`src/rtl/alu_nibble_sequencer.sv`:
```
// Runs WIDTH-bit operations on a 4-bit ALU one nibble per clock, LSB first,
// chaining carry between nibbles and returning the result over valid/ready.
//
// state | meaning
// IDLE  | waiting for a request; req_ready high
// RUN   | driving one nibble per cycle into the ALU, capturing R/P
// DONE  | response held on rsp_* until rsp_ready
module alu_nibble_sequencer #(
  parameter int WIDTH = 16
) (
  input  logic             clk,
  input  logic             rst,
  input  logic             req_valid,
  output logic             req_ready,
  input  logic [WIDTH-1:0] req_a,
  input  logic [WIDTH-1:0] req_b,
  input  logic [3:0]       req_s,
  input  logic             req_m,
  input  logic             req_pin,
  output logic [3:0]       alu_a,
  output logic [3:0]       alu_b,
  output logic [3:0]       alu_s,
  output logic             alu_m,
  output logic             alu_pin,
  input  logic [3:0]       alu_r,
  input  logic [3:0]       alu_p,
  output logic             rsp_valid,
  input  logic             rsp_ready,
  output logic [WIDTH-1:0] rsp_result,
  output logic             rsp_carry,
  output logic             rsp_zero
);

  localparam int NIB  = WIDTH / 4;
  localparam int IDXW = (NIB > 1) ? $clog2(NIB) : 1;
  localparam logic [IDXW-1:0] LAST = IDXW'(NIB - 1);

  typedef enum logic [1:0] {
    IDLE = 2'd0,
    RUN  = 2'd1,
    DONE = 2'd2
  } state_t;

  state_t            state;
  logic [IDXW-1:0]   idx;
  logic [WIDTH-1:0]  a_reg;
  logic [WIDTH-1:0]  b_reg;
  logic [WIDTH-1:0]  result_reg;
  logic [WIDTH-1:0]  next_result;
  logic [3:0]        s_reg;
  logic              m_reg;
  logic              pin_reg;
  logic              carry_reg;
  logic              run;
  logic              unused_p;

  // Only the nibble carry-out is consumed from the ALU carry vector.
  assign unused_p = ^alu_p[2:0];

  assign run       = (state == RUN);
  assign req_ready = (state == IDLE) && !rst;

  assign alu_a   = run ? a_reg[4*idx +: 4] : 4'h0;
  assign alu_b   = run ? b_reg[4*idx +: 4] : 4'h0;
  assign alu_s   = run ? s_reg : 4'h0;
  assign alu_m   = run ? m_reg : 1'b0;
  assign alu_pin = run ? carry_reg : 1'b0;

  // Result as it will stand after this edge, so the zero flag sees the top nibble.
  always_comb begin
    next_result = result_reg;
    next_result[4*idx +: 4] = alu_r;
  end

  always_ff @(posedge clk) begin
    if (rst) begin
      state      <= IDLE;
      idx        <= '0;
      a_reg      <= '0;
      b_reg      <= '0;
      s_reg      <= 4'h0;
      m_reg      <= 1'b0;
      pin_reg    <= 1'b0;
      carry_reg  <= 1'b0;
      result_reg <= '0;
      rsp_valid  <= 1'b0;
      rsp_result <= '0;
      rsp_carry  <= 1'b0;
      rsp_zero   <= 1'b0;
    end else begin
      case (state)
        IDLE: begin
          if (req_valid) begin
            a_reg      <= req_a;
            b_reg      <= req_b;
            s_reg      <= req_s;
            m_reg      <= req_m;
            pin_reg    <= req_pin;
            carry_reg  <= req_pin;
            idx        <= '0;
            result_reg <= '0;
            state      <= RUN;
          end
        end
        RUN: begin
          result_reg <= next_result;
          // Logic mode has no chaining: the original carry-in is re-applied.
          carry_reg  <= m_reg ? pin_reg : alu_p[3];
          if (idx == LAST) begin
            idx        <= '0;
            rsp_result <= next_result;
            rsp_carry  <= alu_p[3];
            rsp_zero   <= (next_result == '0);
            rsp_valid  <= 1'b1;
            state      <= DONE;
          end else begin
            idx <= idx + 1'b1;
          end
        end
        DONE: begin
          if (rsp_ready) begin
            rsp_valid <= 1'b0;
            state     <= IDLE;
          end
        end
        default: state <= IDLE;
      endcase
    end
  end

endmodule

```
`config.mk`:
```
export PLATFORM = sky130hd
export DESIGN_NAME = alu_nibble_sequencer
export DESIGN_NICKNAME = d
export VERILOG_FILES = /design/src/rtl/alu_nibble_sequencer.sv
export SDC_FILE = /design/constraint.sdc
export NUM_CORES = 1
export LEC_CHECK = 0
export CORE_MARGIN = 5
export CORE_UTILIZATION = 52
export CTS_BUF_LIST = sky130_fd_sc_hd__clkbuf_2
export DETAILED_ROUTE_END_ITERATION = 7
export PLACE_DENSITY = 0.81
export SLEW_MARGIN = 20
export SYNTH_ARGS = -nofsm -noshare
export SYNTH_HDL_FRONTEND = slang
export SYNTH_SLANG_ARGS = --single-unit
```
`constraint.sdc`:
```
create_clock -name clk -period 2.45 [get_ports clk]
set_clock_uncertainty 0.2 [all_clocks]
set_input_delay 0.6125 -clock clk [delete_from_list [all_inputs] [get_ports clk]]
set_output_delay 0.6125 -clock clk [all_outputs]
set_load 0.01 [all_outputs]
```
==> results of run 1 <==
==> path summary, 6_finish.rpt <==
| path | slack [ns] | from | cells after the start | end |
|---|---|---|---|---|
| setup / recovery | -0.19 | idx[0] | 4 | alu_b[0] |
| hold / removal | 0.26 | a_reg[12] | 2 | a_reg[12] |
| setup reg to reg | 0.14 | idx[0] | 8 | rsp_zero |
| hold reg to reg | 0.26 | a_reg[12] | 2 | a_reg[12] |
==> final cells by class <==
| class | count | area [µm²] | share of cell area [%] |
|---|---|---|---|
| Multi-Input combinational cell | 311 | 1940 | 40.6 |
| Tap cell | 96 | 120 | 2.52 |
| Sequential cell | 78 | 1560 | 32.8 |
| Clock inverter | 5 | 26.3 | 0.551 |
| Timing Repair Buffer | 103 | 1030 | 21.6 |
| Clock buffer | 11 | 55.1 | 1.15 |
| Inverter | 10 | 37.5 | 0.787 |
==> cells in the final DEF (no fill, tap or decap), types with 6 or more instances in the layout <==
| cell | Yosys | routed |
|---|---|---|
| o21ai_0 | 9 | 9 |
| a21oi_1 | 55 | 55 |
| dfxtp_1 | 78 | 76 |
| ha_1 | 6 | 6 |
| a211oi_2 | 12 | 12 |
| buf_4 | 3 | 17 |
| a31oi_1 | 6 | 6 |
| and2_4 | 0 | 8 |
| mux2i_1 | 6 | 6 |
| buf_6 | 2 | 10 |
| nor2b_1 | 13 | 12 |
| nor3_1 | 10 | 6 |
| mux4_2 | 8 | 8 |
| clkbuf_2 | 0 | 13 |
| inv_1 | 10 | 10 |
| nand3_1 | 18 | 18 |
| clkdlybuf4s50_1 | 0 | 64 |
| nand2_1 | 84 | 84 |
| and2_1 | 15 | 7 |
| nor2_1 | 40 | 40 |
==> cell families after synthesis <==
group           Yosys count  share of synthesized area, %
mux                      16                          7.25
flops                    78                          43.1
compound gates           95                          17.0
simple gates            194                          24.9
fa+ha+maj                 6                          2.07
buf+inv                  44                          5.73
==> worst max-delay path, delay by kind of cell, from the launching register on <==
kind	cells	cell delay (ns)
multiplexers	1	0.49
flip-flops	1	0.39
buffers and inverters	2	0.25
AND/OR/NAND/NOR	1	0.17
==> metrics by stage <==
stage	total power, W	utilization, %	worst slack, ns	setup TNS, ns
after global placement	0.00176	67.2	-0.0145	-0.0544
after global routing	0.00247	70.2	-0.275	-2.00
final	0.00235	70.2	-0.194	-1.47
after CTS	0.00233	68.5	-0.212	-1.52
after floorplan	0.00159	-	0.212	0
after detailed placement	0.00177	67.2	-0.0435	-0.163
==> report_power, final <==
| part | internal (W) | switching (W) | leakage [nW] | total (W) |
|---|---|---|---|---|
| clock network | 0.000134 | 0.000438 | 0.0591 | 0.000571 |
| logic | 0.000218 | 0.000222 | 1.05 | 0.000440 |
| registers | 0.00132 | 0.0000238 | 0.636 | 0.00134 |
==> repair_timing <==
action / 4_1_cts / 5_1_grt
setup buffers: 2 / 0
resized for setup: 57 / 26
setup endpoints to repair: 15 / 23
gates cloned: 0 / 1
pin swaps: 8 / 1
==> metal layers <==
metal  vias to the layer above  share of wire, %  global-route usage, %  wire [µm]
li1                       1640                 -                      -          -
met1                      1561                41                   26.5       3820
met2                       116                50                   36.5       4650
met3                        14               7.6                   5.63        708
met4                         0               1.4                   8.79        127
met5                         -                 0                      0          0
==> results.yml, run 1 <==
synthesis:
  ys_seq_elements: 78
  synth-warning-count: 0
  synth_fp_nets: 489
  synth-edff-count: 0
  synth.distinct_cells: 35
  yosys-top-cells-area: "dfxtp_1 (43%), nand2_1 (8.7%), a21oi_1 (7.6%), mux4_2 (5.0%), a211oi_2 (4.1%)"
  syn_inst: 433
  syn_area_per_cell_um2: 8.37
  synth-main-ff-cell: "dfxtp_1"
  synth_area_um2: 3630
  synth_top_area_share_pct: 43.1
  synth_common_cells: "nand2_1 (84), dfxtp_1 (78), a21oi_1 (55), nor2_1 (40), nand3_1 (18)"
  synth_top_area_cell: "dfxtp_1"
  seq_area_frac_synth_pct: 43.1
  synthArstFlopShare_pct: 0
  yosys.cell_count.top_type: "nand2_1"
sta:
  rsz0062_at_grt: "true"
  finalHoldViolations: 0
  worst_slew_pin_slew_ns: 0.868
  fin_crit_sh_pct: 108
  min_period_ns: 2.64
  finalSetupViolCount: 8
  finalWorstSetupSlack_ns: -0.194
  slew_headroom_pct: 42.2
  max_freq_ghz: 0.378
  holdWs_ns: 0.264
  drv_slew: 0
global_route:
  grt_pass1_wl_mm: 15.2
  grt_use_total_pct: 21.8
  grt_pass1_vias: 3327
  grt.overflow.total: 0
  grt_start_max_net_pins: 80
  grt_antenna_before_repair: 0
finish:
  design_area_um2: 4770
  final_cell_count_no_fill: 614
  area_delta_synth_final_pct: 31.6
  final_layout_size_suffix_gt1_share_pct: 18.5
  fin_nets: 569
  antenna_cells: 0
  nFillCells: 549
pwr:
  vdd_drop_max_mv: 0.298
  leakagePower_nw: 1.74
  pwr_density_cell_nw_per_um2: 493
placement:
  gp_congestion: 0.850
  placed_cell_area_um2: 4570
  dpl.cell_count: 595
  dp_hpwl_mm: 6.29
  portBuffers: 80
drt:
  viasPerCell: 5.43
  drt_iter0_markers: 174
  vias: 3331
  drtAntennaViolNets: 0
  drc: 0
  wl_per_cell_um: 15.1
  drt-total-wl_mm: 9.30
  first_pass_iters: 4
floorplanning:
  io_pins: 84
  die_h_um: 93.5
  die_w_um: 93.5
  die-area_um2: 8740
  rows: 30
  initial_core_util_pct: 53.4
  core_um2: 6790
clock_network:
  clkSinkCount: 78
  ctsHoldBuffers: 0
  cts_tree: "yes"
  ctsHtreeMaxLevel: 3
  clock_path_buffers: 2
  path_clk_slew_ns: 0.19
  cts_buffers: 9
  clk_latency_ns: 0.53
  cts_root_buf: "clkbuf_2"
setup_path:
  crit_path_start_kind: "flip-flop"
  cp_slowest_stage_delay_ns: 0.49
  cp.required_ns: 1.64
  cp_cell_sequence: "buf_12 -> mux4_2 -> and2_4 -> buf_6"
  crit_fanout: 8
  crit_arrival_ns: 1.83
  critical_path_class: "flip-flop to output pin"
  cpMaxStageDelayCell: "mux4_2"
  worstSetupEndpointType: "output pin"
run:
  drv_cap: 0
outcome:
  outcome: "complete, but fails checks"
  violations: "negative setup slack"
min_path:
  hold_class: "flip-flop to flip-flop"
Power figures use the tool's default switching activity.
==> inputs of run 2 (changes only) <==
--- a/config.mk
+++ b/config.mk
@@ -5,11 +5,11 @@
 export SDC_FILE = /design/constraint.sdc
 export NUM_CORES = 1
 export LEC_CHECK = 0
-export CORE_MARGIN = 5
-export CORE_UTILIZATION = 52
+export CORE_MARGIN = 10
+export CORE_UTILIZATION = 47
 export CTS_BUF_LIST = sky130_fd_sc_hd__clkbuf_2
 export DETAILED_ROUTE_END_ITERATION = 7
-export PLACE_DENSITY = 0.81
+export PLACE_DENSITY = 0.77
 export SLEW_MARGIN = 20
 export SYNTH_ARGS = -nofsm -noshare
 export SYNTH_HDL_FRONTEND = slang
==> constraint.sdc (replaced) <==
create_clock -name clk -period 2.31 [get_ports clk]
set_clock_uncertainty 0.2 [all_clocks]
set_input_delay 0.5775 -clock clk [delete_from_list [all_inputs] [get_ports clk]]
set_output_delay 0.5775 -clock clk [all_outputs]
set_load 0.01 [all_outputs]
==> run 2 against run 1 <==
  * Routed wire length grew 3.6%
  * The flow still finishes with violations (negative setup slack)
  * Hold slack gained 0.0012 ns
  * Critical path depth is 1 higher
  * Worst setup slack lost 0.18 ns
  * Die area rose by 33%
  * Register-to-register slack got worse by 0.27 ns
  * Utilization is 1.7 points lower
  * Sequential cell count stayed put
  * Combinational power grew 21%
  * First-iteration DRC count rose by 2.9%
  * Sequential power increased by 6%
  * Largest cell class unchanged
==> results.yml, run 2 (synthesized netlist as in run 1, its figures left out) <==
outcome:
  outcome: "complete, but fails checks"
  violations: "negative setup slack"
setup_path:
  critical_path_class: "flip-flop to output pin"
  cp_slowest_stage_delay_ns: 0.48
  reg2regPathDepth: 10
  crit_path_start_kind: "flip-flop"
  cp.required_ns: 1.53
  crit_arrival_ns: 1.91
  worstSetupEndpointType: "output pin"
  crit_family: "multiplexers"
  crit_buf_inv: 3
  cp_cell_sequence: "buf_12 -> buf_16 -> mux4_2 -> and2_1 -> buf_2"
  cp.depth: 5
  crit_fanout: 4
  cpMaxStageDelayCell: "mux4_2"
global_route:
  grt_use_total_pct: 15.6
  grt_start_max_net_pins: 80
  grt.overflow.total: 0
  grt_pass1_wl_mm: 14.9
  grt_antenna_before_repair: 0
  grt_pass1_vias: 3184
floorplanning:
  die_h_um: 108
  initial_core_util_pct: 49.2
  die_w_um: 108
  core_um2: 7370
  rows: 31
  io_pins: 84
  die-area_um2: 11600
finish:
  layout_common_cells: "nand2_1 (84), dfxtp_1 (74), clkdlybuf4s50_1 (63)"
  final_layout_size_suffix_gt1_share_pct: 24.3
  antenna_cells: 0
  area_delta_synth_final_pct: 39.2
  multiInputGateArea_um2: 2040
  design_area_um2: 5050
  register_area_um2: 1570
  nFillCells: 571
  final_cell_count_no_fill: 635
  layout_commonest_cell: "nand2_1"
  fin_nets: 588
drt:
  vias: 3347
  drc: 0
  met3WireLength_um: 823
  wl_met1_mm: 4.11
  viasPerCell: 5.27
  top_layer_used: "met4"
  wl_met2_mm: 4.54
  drt_iter0_markers: 179
  wl_per_cell_um: 15.2
  drt-total-wl_mm: 9.63
  first_pass_iters: 5
  drtAntennaViolNets: 0
placement:
  placed_cell_area_um2: 4660
  portBuffers: 80
  gp_congestion: 0.838
  dpl.cell_count: 610
  pre_cts_ws_ns: -0.153
  dp_hpwl_mm: 6.52
sta:
  fin_crit_sh_pct: 116
  min_period_ns: 2.68
  finalHoldViolations: 0
  finalWorstSetupSlack_ns: -0.375
  worst_slew_pin_slew_ns: 0.867
  max_freq_ghz: 0.372
  drv_slew: 0
  slew_headroom_pct: 42.2
  tns_ns: -4.02
  finalSetupViolCount: 33
  rsz0062_at_grt: "true"
clock_network:
  clock_path_buffers: 2
  ctsHtreeMaxLevel: 3
  cts_root_buf: "clkbuf_2"
  cts_tree: "yes"
  ctsHoldBuffers: 0
  clkSinkCount: 78
  clk_latency_ns: 0.52
  cts_buffers: 9
  path_clk_slew_ns: 0.20
min_path:
  hold_class: "flip-flop to flip-flop"
  holdPathStages: 2
pwr:
  leakagePower_nw: 1.91
  pwr_density_cell_nw_per_um2: 507
  vdd_drop_max_mv: 0.337
run:
  drv_cap: 0
run 2: cell types whose count changed in the layout (fill, tap and decap cells not counted), sizes merged:
cell | previous run | this run
clkinvlp | 1 | 0
clkbuf | 14 | 13
clkdlybuf4s50 | 64 | 63
dlymetal6s2s | 0 | 1
buf | 33 | 58
clkinv | 4 | 2
dlygate4sd2 | 1 | 0
clkdlybuf4s15 | 2 | 0
run 2: final timing paths:
path / start / end / slack, ns
worst max-delay path: idx[0] / alu_b[2] / -0.37
worst min-delay path: a_reg[11] / a_reg[11] / 0.27
worst min register to register: a_reg[11] / a_reg[11] / 0.27
worst max register to register: idx[0] / result_reg[3] / -0.13
run 2: power by group:
part / leakage (nW) / internal (W) / switching, W
combinational: 1.21 / 0.000283 / 0.000251
sequential: 0.637 / 0.00140 / 0.0000271
clock: 0.0618 / 0.000151 / 0.000450
total: 1.91 / 0.00183 / 0.000728
run 2: per-stage QoR:
stage	hold WS [ns]	utilization [%]	power (W)
6_report	0.265	68.5	0.00256
5_1_grt	0.279	68.5	0.00267
4_1_cts	0.266	66.4	0.00253
3_5_place_dp	0.244	63.2	0.00191
3_3_place_gp	0.239	63.2	0.00190
2_1_floorplan	0.232	-	0.00169
run 2: timing repair:
item / CTS / global route
resized for setup: 85 / 30
pin swaps: 8 / 1
setup endpoints to repair: 23 / 48
cloned: 1 / 0
setup buffers: 6 / 3
run 2: layout make-up:
class                      count  area share, %
clock inverter                 2          0.198
tap                           99           2.45
sequential                    78           31.1
clock buffer                  13           1.29
multi-input combinational    311           40.4
inverter                      10          0.743
timing repair buffer         122           23.9
run 2: worst reg2reg max path, cell delays in order (launching register included):
cell and delay (ns):
dfxtp_4 0.42, buf_12 0.11, buf_4 0.22, inv_1 0.12, ha_1 0.31, buf_4 0.20
nor3b_4 0.26, buf_4 0.16, a31oi_1 0.11, o21a_1 0.19, nor2_1 0.09
run 2: metal layers:
layer | vias up | global-route usage [%]
met4 | 0 | 4.96
met5 | - | 0
li1 | 1677 | -
met3 | 14 | 6.83
met2 | 92 | 25.4
met1 | 1564 | 18.1
